## config.mk

```make
export PLATFORM = sky130hd
export DESIGN_NAME = mips_multicycle_control
export DESIGN_NICKNAME = d
export VERILOG_FILES = /design/src/rtl/mips_pkg.sv /design/src/rtl/mips_ctrl_decode.sv /design/src/rtl/mips_multicycle_control.sv
export SDC_FILE = /design/constraint.sdc
export NUM_CORES = 1
export LEC_CHECK = 0
export ABC_AREA = 1
export BUFFER_PORTS_ARGS = -buffer_cell sky130_fd_sc_hd__buf_2
export CAP_MARGIN = 20
export CORE_MARGIN = 2
export CORE_UTILIZATION = 25
export DETAILED_ROUTE_END_ITERATION = 12
export PLACE_DENSITY = 0.5
export SLEW_MARGIN = 20
export SYNTH_ARGS = -nofsm -noshare
export SYNTH_HDL_FRONTEND = slang
export SYNTH_SLANG_ARGS = --single-unit
```

## constraint.sdc

```tcl
create_clock -name clk -period 1.7 [get_ports clk]
set_input_delay 0.17 -clock clk [delete_from_list [all_inputs] [get_ports clk]]
set_output_delay 0.17 -clock clk [all_outputs]
set_load 0.1 [all_outputs]
```

## src/rtl/mips_pkg.sv

```systemverilog
// Shared definitions for the multicycle MIPS control path: FSM state codes,
// opcodes handled by the controller and the mux/ALU select encodings.
package mips_pkg;

  // FSM states; codes 12-15 are unused and recover to FETCH
  typedef enum logic [3:0] {
    S_FETCH  = 4'd0,
    S_DECODE = 4'd1,
    S_MEMADR = 4'd2,
    S_MEMRD  = 4'd3,
    S_MEMWB  = 4'd4,
    S_MEMWR  = 4'd5,
    S_EXEC   = 4'd6,
    S_ALUWB  = 4'd7,
    S_BRANCH = 4'd8,
    S_ADDIEX = 4'd9,
    S_ADDIWB = 4'd10,
    S_JUMP   = 4'd11
  } state_t;

  // Opcodes (instruction[31:26]) understood by the controller
  localparam logic [5:0] OP_RTYPE = 6'b000000;
  localparam logic [5:0] OP_LW    = 6'b100011;
  localparam logic [5:0] OP_SW    = 6'b101011;
  localparam logic [5:0] OP_BEQ   = 6'b000100;
  localparam logic [5:0] OP_ADDI  = 6'b001000;
  localparam logic [5:0] OP_J     = 6'b000010;

  // alu_op codes handed to the ALU control stage
  localparam logic [1:0] ALU_ADD   = 2'b00;
  localparam logic [1:0] ALU_SUB   = 2'b01;
  localparam logic [1:0] ALU_FUNCT = 2'b10;

  // ALU operand B select
  localparam logic [1:0] SRCB_REG     = 2'b00;
  localparam logic [1:0] SRCB_FOUR    = 2'b01;
  localparam logic [1:0] SRCB_IMM     = 2'b10;
  localparam logic [1:0] SRCB_IMM_SH2 = 2'b11;

  // Next-PC source select
  localparam logic [1:0] PC_SRC_ALU    = 2'b00;
  localparam logic [1:0] PC_SRC_ALUOUT = 2'b01;
  localparam logic [1:0] PC_SRC_JUMP   = 2'b10;

  // True for every opcode that DECODE can dispatch on
  function automatic logic is_legal_opcode(input logic [5:0] op);
    return (op == OP_LW) || (op == OP_SW) || (op == OP_RTYPE) ||
           (op == OP_BEQ) || (op == OP_ADDI) || (op == OP_J);
  endfunction

endpackage

```

## src/rtl/mips_ctrl_decode.sv

```systemverilog
// State-to-control-signal decode for the multicycle MIPS controller.
// Purely combinational; the only non-state inputs are mem_ready (FETCH
// write strobes), zero (branch PC enable), opcode (illegal flag in DECODE)
// and rst_n (forces all write enables low while reset is held).
module mips_ctrl_decode
  import mips_pkg::*;
(
  input  state_t      state,
  input  logic [5:0]  opcode,
  input  logic        zero,
  input  logic        mem_ready,
  input  logic        rst_n,
  output logic        pc_write,
  output logic        pc_write_cond,
  output logic        pc_en,
  output logic        i_or_d,
  output logic        mem_read,
  output logic        mem_write,
  output logic        ir_write,
  output logic        mem_to_reg,
  output logic        reg_dst,
  output logic        reg_write,
  output logic        alu_src_a,
  output logic        illegal_op,
  output logic [1:0]  alu_src_b,
  output logic [1:0]  pc_src,
  output logic [1:0]  alu_op
);

  // Per-state control outputs, then PC enable, then reset gating of writes
  always_comb begin
    pc_write      = 1'b0;
    pc_write_cond = 1'b0;
    pc_en         = 1'b0;
    i_or_d        = 1'b0;
    mem_read      = 1'b0;
    mem_write     = 1'b0;
    ir_write      = 1'b0;
    mem_to_reg    = 1'b0;
    reg_dst       = 1'b0;
    reg_write     = 1'b0;
    alu_src_a     = 1'b0;
    illegal_op    = 1'b0;
    alu_src_b     = SRCB_REG;
    pc_src        = PC_SRC_ALU;
    alu_op        = ALU_ADD;

    case (state)
      S_FETCH: begin
        mem_read  = 1'b1;
        alu_src_b = SRCB_FOUR;
        ir_write  = mem_ready;
        pc_write  = mem_ready;
      end
      S_DECODE: begin
        alu_src_b  = SRCB_IMM_SH2;
        illegal_op = !is_legal_opcode(opcode);
      end
      S_MEMADR: begin
        alu_src_a = 1'b1;
        alu_src_b = SRCB_IMM;
      end
      S_MEMRD: begin
        mem_read = 1'b1;
        i_or_d   = 1'b1;
      end
      S_MEMWB: begin
        reg_write  = 1'b1;
        mem_to_reg = 1'b1;
      end
      S_MEMWR: begin
        mem_write = 1'b1;
        i_or_d    = 1'b1;
      end
      S_EXEC: begin
        alu_src_a = 1'b1;
        alu_op    = ALU_FUNCT;
      end
      S_ALUWB: begin
        reg_write = 1'b1;
        reg_dst   = 1'b1;
      end
      S_BRANCH: begin
        alu_src_a     = 1'b1;
        alu_op        = ALU_SUB;
        pc_src        = PC_SRC_ALUOUT;
        pc_write_cond = 1'b1;
      end
      S_ADDIEX: begin
        alu_src_a = 1'b1;
        alu_src_b = SRCB_IMM;
      end
      S_ADDIWB: begin
        reg_write = 1'b1;
      end
      S_JUMP: begin
        pc_src   = PC_SRC_JUMP;
        pc_write = 1'b1;
      end
      default: begin
      end
    endcase

    pc_en = pc_write | (pc_write_cond & zero);

    if (!rst_n) begin
      pc_write   = 1'b0;
      pc_en      = 1'b0;
      ir_write   = 1'b0;
      mem_write  = 1'b0;
      reg_write  = 1'b0;
      illegal_op = 1'b0;
    end
  end

endmodule

```

## src/rtl/mips_multicycle_control.sv

```systemverilog
// Multicycle MIPS main controller: state register and next-state logic,
// with the per-state output decode delegated to mips_ctrl_decode.
module mips_multicycle_control
  import mips_pkg::*;
(
  input  logic        clk,
  input  logic        rst_n,
  input  logic [5:0]  opcode,
  input  logic        zero,
  input  logic        mem_ready,
  output logic        pc_write,
  output logic        pc_write_cond,
  output logic        pc_en,
  output logic        i_or_d,
  output logic        mem_read,
  output logic        mem_write,
  output logic        ir_write,
  output logic        mem_to_reg,
  output logic        reg_dst,
  output logic        reg_write,
  output logic        alu_src_a,
  output logic        illegal_op,
  output logic [1:0]  alu_src_b,
  output logic [1:0]  pc_src,
  output logic [1:0]  alu_op,
  output logic [3:0]  state
);

  state_t state_q;
  state_t state_d;

  // State register; reset is synchronous and wins over any wait state
  always_ff @(posedge clk) begin
    if (!rst_n) begin
      state_q <= S_FETCH;
    end else begin
      state_q <= state_d;
    end
  end

  // Next-state logic; memory states stall until mem_ready
  always_comb begin
    state_d = S_FETCH;
    case (state_q)
      S_FETCH:  state_d = mem_ready ? S_DECODE : S_FETCH;
      S_DECODE: begin
        case (opcode)
          OP_LW, OP_SW: state_d = S_MEMADR;
          OP_RTYPE:     state_d = S_EXEC;
          OP_BEQ:       state_d = S_BRANCH;
          OP_ADDI:      state_d = S_ADDIEX;
          OP_J:         state_d = S_JUMP;
          default:      state_d = S_FETCH;
        endcase
      end
      S_MEMADR: state_d = (opcode == OP_LW) ? S_MEMRD : S_MEMWR;
      S_MEMRD:  state_d = mem_ready ? S_MEMWB : S_MEMRD;
      S_MEMWB:  state_d = S_FETCH;
      S_MEMWR:  state_d = mem_ready ? S_FETCH : S_MEMWR;
      S_EXEC:   state_d = S_ALUWB;
      S_ALUWB:  state_d = S_FETCH;
      S_BRANCH: state_d = S_FETCH;
      S_ADDIEX: state_d = S_ADDIWB;
      S_ADDIWB: state_d = S_FETCH;
      S_JUMP:   state_d = S_FETCH;
      default:  state_d = S_FETCH;
    endcase
  end

  assign state = state_q;

  mips_ctrl_decode u_decode (
    .state         (state_q),
    .opcode        (opcode),
    .zero          (zero),
    .mem_ready     (mem_ready),
    .rst_n         (rst_n),
    .pc_write      (pc_write),
    .pc_write_cond (pc_write_cond),
    .pc_en         (pc_en),
    .i_or_d        (i_or_d),
    .mem_read      (mem_read),
    .mem_write     (mem_write),
    .ir_write      (ir_write),
    .mem_to_reg    (mem_to_reg),
    .reg_dst       (reg_dst),
    .reg_write     (reg_write),
    .alu_src_a     (alu_src_a),
    .illegal_op    (illegal_op),
    .alu_src_b     (alu_src_b),
    .pc_src        (pc_src),
    .alu_op        (alu_op)
  );

endmodule

```

* After elaboration in Yosys (flattened, before gate mapping) *
Cells that the tools add are included.

storage, ports and cells
  flip-flop bits (word level) = 4
  input port bits = 10
  output and inout port bits = 22
  logic and storage cells = 59

operators by class
  mux-type cells = 26
  equality and inequality tests = 16
  bitwise operators = 2
  reductions and logical operators = 14

operator list
  cell                  number
  $pmux W4 S7           1
  $pmux W4 S5           1
  $mux W1               17
  $eq A4 B3 Y1 const B  4
  $eq A4 B4 Y1 const B  4
  $eq A6 B6 Y1 const B  2
  $mux W3               3
  $eq A4 B2 Y1 const B  2
  $pmux W2 S2           2
  $reduce_or A2 Y1      4
  $eq A6 B2 Y1 const B  1
  $eq A6 B3 Y1 const B  1
  $eq A6 B4 Y1 const B  1
  $logic_not A6 Y1      1
  $pmux W2 S3           1
  $logic_or A1 B1 Y1    5
  $eq A4 B1 Y1 const B  1
  $logic_not A4 Y1      1
  $reduce_or A4 Y1      1
  $reduce_or A3 Y1      1
  $pmux W1 S2           1
  $and A1 B1 Y1         1
  $logic_not A1 Y1      1
  $or A1 B1 Y1          1

* Longest topological paths before layout *
  word-level depth = 9
  mapped depth = 7

* Modules after synthesis *
A second synthesis with hierarchy kept.

second synthesis, totals
  cells, all modules = 139
  area total of the unflattened synthesis = 645.6 um^2

by module, submodules not included
  module                   area each (um^2)  cells each  instances
  mips_multicycle_control  381.6             74          1
  mips_ctrl_decode         264.0             65          1

* Least setup slack after synthesis *
OpenSTA, ideal clock, no wires.

  kind = register to output
  start point = reg state_q[3] (netlist: state[3])
  end point = out pc_en
  arrival time = 3,646 ps
  path slack = -2,116 ps
  cell stages (with the launch flop) = 7
  required time = 1,530 ps
  cells stage by stage = dfxtp_1 -> inv_1 -> nor2_4 -> inv_1 -> nor2_4 -> nand2_1 -> a21oi_1

between the ends
  word-level cells in the longest chain between the ends = 5
  elaborated cells on any way between the ends = 8
  those cells by class = eq/ne (2); mux (3); bitwise (2); reduce/logical (1)

RTL lines
  item                      RTL line                       RTL
  start: declaration        mips_multicycle_control.sv:29  state_t state_q;
  start signal: assignment  mips_multicycle_control.sv:37  state_q <= state_d;
  $eq A4 B4 Y1              mips_ctrl_decode.sv:48         case (state)
  $mux W1                   mips_ctrl_decode.sv:48
  via pc_write_cond         mips_multicycle_control.sv:12  output logic pc_write_cond,
  $and A1 B1 Y1             mips_ctrl_decode.sv:104        pc_en = pc_write | (pc_write_cond & zero);
  $or A1 B1 Y1              mips_ctrl_decode.sv:104
  $mux W1                   mips_ctrl_decode.sv:106        if (!rst_n) begin
  end: declaration          mips_multicycle_control.sv:13  output logic pc_en,

The timed path passes the listed nets, and every way through them passes these cells.

* Worst setup path in the final report *
  start point = reg state_q[1] (netlist: state[1])
  end point = out reg_write

between the ends
  word-level cells in the longest chain between the ends = 4
  elaborated cells on any way between the ends = 6
  those cells by class = eq/ne (3); mux (2); reduce/logical (1)

RTL lines
  item                                                 RTL line                       RTL
  $eq A4 B3 Y1 / $eq A4 B4 Y1 (equally long branches)  mips_ctrl_decode.sv:48
  $reduce_or A3 Y1 (no source line) (*)                --
  $mux W1 (*)                                          mips_ctrl_decode.sv:48
  $mux W1 (*)                                          mips_ctrl_decode.sv:106
  end: declaration                                     mips_multicycle_control.sv:20  output logic reg_write,

Mark *: on every way between the ends. The rest lies on a longest branch, timed or not.

==> flow_summary.yaml <==
timing:
  setup_violations: 0
  period_share: 0.963
  rsz0062_at_grt: "no"
  hold_ws_ns: 0.345
  worstMarginPinSlew_ns: 0.494
  period_needed_ns: 1.64
  layout_setup_ws_ns: 0.0633
  hold_violations: 0
  slew_headroom: 0.673
  finalClockSkew_ns: 0.00859
  fmax_mhz: 611
  drv_slew: 0
  tns_ns: 0
critical_path:
  cpPeakStageDelay_ns: 0.39
  arrival_ns: 1.47
  rrSetupSlack_ns: 0.50
  crit_required_ns: 1.53
  endpoint_kind: "primary output"
  critPathSlowestCell: "dfxtp_4"
  critPathLaunchType: "register"
  path_class: "reg2out"
  crit_fanout: 5
  crit_chain: "inv_4 -> nand2_4 -> inv_2 -> nand2_1 -> nand2_1 -> o21ai_2 -> clkinvlp_4 -> buf_12"
  crit_top_cell: "nand2_1"
power_and_ir_drop:
  power_frac_comb: 0.495
  p_switching_w: 0.000203
  power_frac_seq: 0.223
  powerDensity_nw_per_um2: 422
  peakVddDrop_uv: 399
  p_leak_nw: 0.538
  pwr-share-clk: 0.282
  internal_power_w: 0.000236
  switching_share: 0.462
logic_synthesis:
  synth_top_family_by_area: "simple AND/OR/NAND/NOR gates"
  avgSynthCellArea_um2: 5.30
  ys_warn_count: 0
  yosys.area.top_type: "nand2_1"
  synth_fa_ha_area_frac: 0
  synth_top_area_frac: 0.153
  yosysMostFrequentCell: "nand2_1"
  synthCells: 102
  ys.flop_type: "dfxtp_1"
  syn_area_um2: 541
  ys_ff_latch: 4
  synth_cell_type_count: 16
  synthMuxAreaShare: 0
  synth_edf_count: 0
  async_flop_share: 0
  syn_nets: 112
  synth_xor_area_frac: 0
  synth_compound_gate_area_share: 0.0833
  yosysSeqAreaShare: 0.148
  yosys.area_share.simple: 0.602
  yosys-top-cells-area: "nand2_1 15%, dfxtp_1 15%, nor2_1 13%"
  netlist_top_cells_count: "22 x nand2_1, 18 x nor2_1, 17 x inv_1"
global_route:
  grt_pass1_vias: 676
  grt_pass1_wl_um: 2980
  grt_remaining_overflow: 0
  grt_start_max_net_pins: 9
  track_usage: 0.151
  antenna_found_initial: 0
clock_network:
  tritoncts: "built"
  clk_latency_ns: 0.24
  cts_sinks: 4
  cts-root-buf: "clkbuf_4"
  postCtsHoldBufs: 0
  clockBufferDepth: 2
  cts.clk_slew.worst_paths_ns: 0.04
  cts_buffers: 3
  ctsHtreeMaxLevel: 1
route:
  drtIter0Drc: 20
  vias: 739
  via_per_inst: 4.51
  drc_errors: 0
  dr.pass1.iters: 4
  wl_per_cell_um: 10.5
  postRouteAntennaNets: 0
  wl_um: 1720
placement:
  gp_congestion: 0.880
  place_area_um2: 995
  post-place-ws_ns: 0.217
  hpwl_um: 1470
  portBuffers: 31
floorplan:
  num_rows: 16
  core_area_um2: 2000
  initial_core_util: 0.270
  die_w_um: 50.5
  dieArea_um2: 2550
  die_h_um: 50.5
  io_pins: 32
flow_run:
  max_cap_violations: 0
finish:
  drive_gt1_frac: 0.540
  antennaDiodeCount: 0
  finalNetCount: 149
  fill_cells: 206
  fin_area_um2: 1040
  final_util: 0.519
  largest_reg_flops: 4
  synthToLayoutAreaGrowth_pct: 92.4
min_path:
  holdCritPathClass: "in2reg"
run_status:
  status: "completed"
==> power groups by stage <==
stage	logic, W	clock network [W]	registers [W]
2_1_floorplan	0.000136	0	0.000113
3_3_place_gp	0.000213	0	0.0000988
3_5_place_dp	0.000214	0	0.0000991
4_1_cts	0.000216	0.000124	0.0000979
5_1_grt	0.000230	0.000129	0.0000981
6_report	0.000217	0.000124	0.0000979
==> routing by layer <==
layer | vias up | wire length, um | GRT usage | share of wire
met5 | - | 0 | 0 | 0
met4 | 0 | 13 | 0.0405 | 0.0075
met3 | 3 | 95 | 0.0357 | 0.055
met2 | 21 | 813 | 0.250 | 0.47
met1 | 330 | 802 | 0.195 | 0.47
li1 | 385 | - | - | -
==> what timing repair did <==
action / CTS / global route
buffers inserted: 0 / 2
endpoints found under the hold margin: 0 / 0
gates cloned: 0 / 0
pin swaps: 1 / 2
resized for setup: 3 / 1
setup endpoints to repair: 2 / 3
==> critical path: cells and delay by family (launching register included) <==
family / cells / cell delay (ns)
AND/OR/NAND/NOR: 3 / 0.26
buffers and inverters: 4 / 0.41
flip-flops: 1 / 0.39
AO/OA/AOI/OAI: 1 / 0.15
==> layout by cell type (no fill, tap or decap) <==
cell / netlist / final
buf_4: 2 / 3
nand2_2: 4 / 2
buf_12: 0 / 10
clkinvlp_4: 0 / 1
inv_1: 17 / 12
o21ai_4: 0 / 1
nor3_4: 0 / 1
a21oi_1: 6 / 3
o21ai_2: 0 / 2
buf_2: 0 / 21
nand2_4: 0 / 3
a21oi_2: 0 / 1
nand4_1: 1 / 1
nor2_4: 4 / 8
inv_4: 0 / 2
a21oi_4: 0 / 2
dfxtp_4: 0 / 4
nand3_1: 13 / 13
nand3_2: 1 / 1
inv_2: 3 / 5
clkbuf_4: 0 / 3
nor2_2: 3 / 4
nor2_1: 18 / 13
nand2_1: 22 / 21
==> metrics by stage <==
step	total power [W]	cells
floorplan	0.000249	102
global placement	0.000312	159
detailed placement	0.000313	159
CTS	0.000438	162
global route	0.000458	164
finish	0.000439	164
==> area by class of cell <==
class / count / area (um2) / area share
clock buffers: 3 / 22.5 / 0.0217
multi-input cells: 76 / 477 / 0.458
inverters: 20 / 83.8 / 0.0806
flip-flops and latches: 4 / 95.1 / 0.0915
well taps: 27 / 33.8 / 0.0325
repair buffers: 34 / 328 / 0.315
==> final timing paths <==
check / depth (start not counted) / endpoint / from
hold reg to reg: 3 / state[3]$_SDFF_PN0_ / state[1]$_SDFF_PN0_
hold / removal: 5 / state[2]$_SDFF_PN0_ / mem_ready
setup reg to reg: 8 / state[2]$_SDFF_PN0_ / state[2]$_SDFF_PN0_
setup / recovery: 8 / reg_write / state[1]$_SDFF_PN0_
==> cells by family (layout without fill, tap and decap cells) <==
family / count (synthesis) / in the layout
AND/OR/NAND/NOR: 67 / 67
buffers and inverters: 22 / 57
AO/OA/AOI/OAI: 9 / 9
flip-flops: 4 / 4
Note: power is estimated with default switching activity, not from simulation.
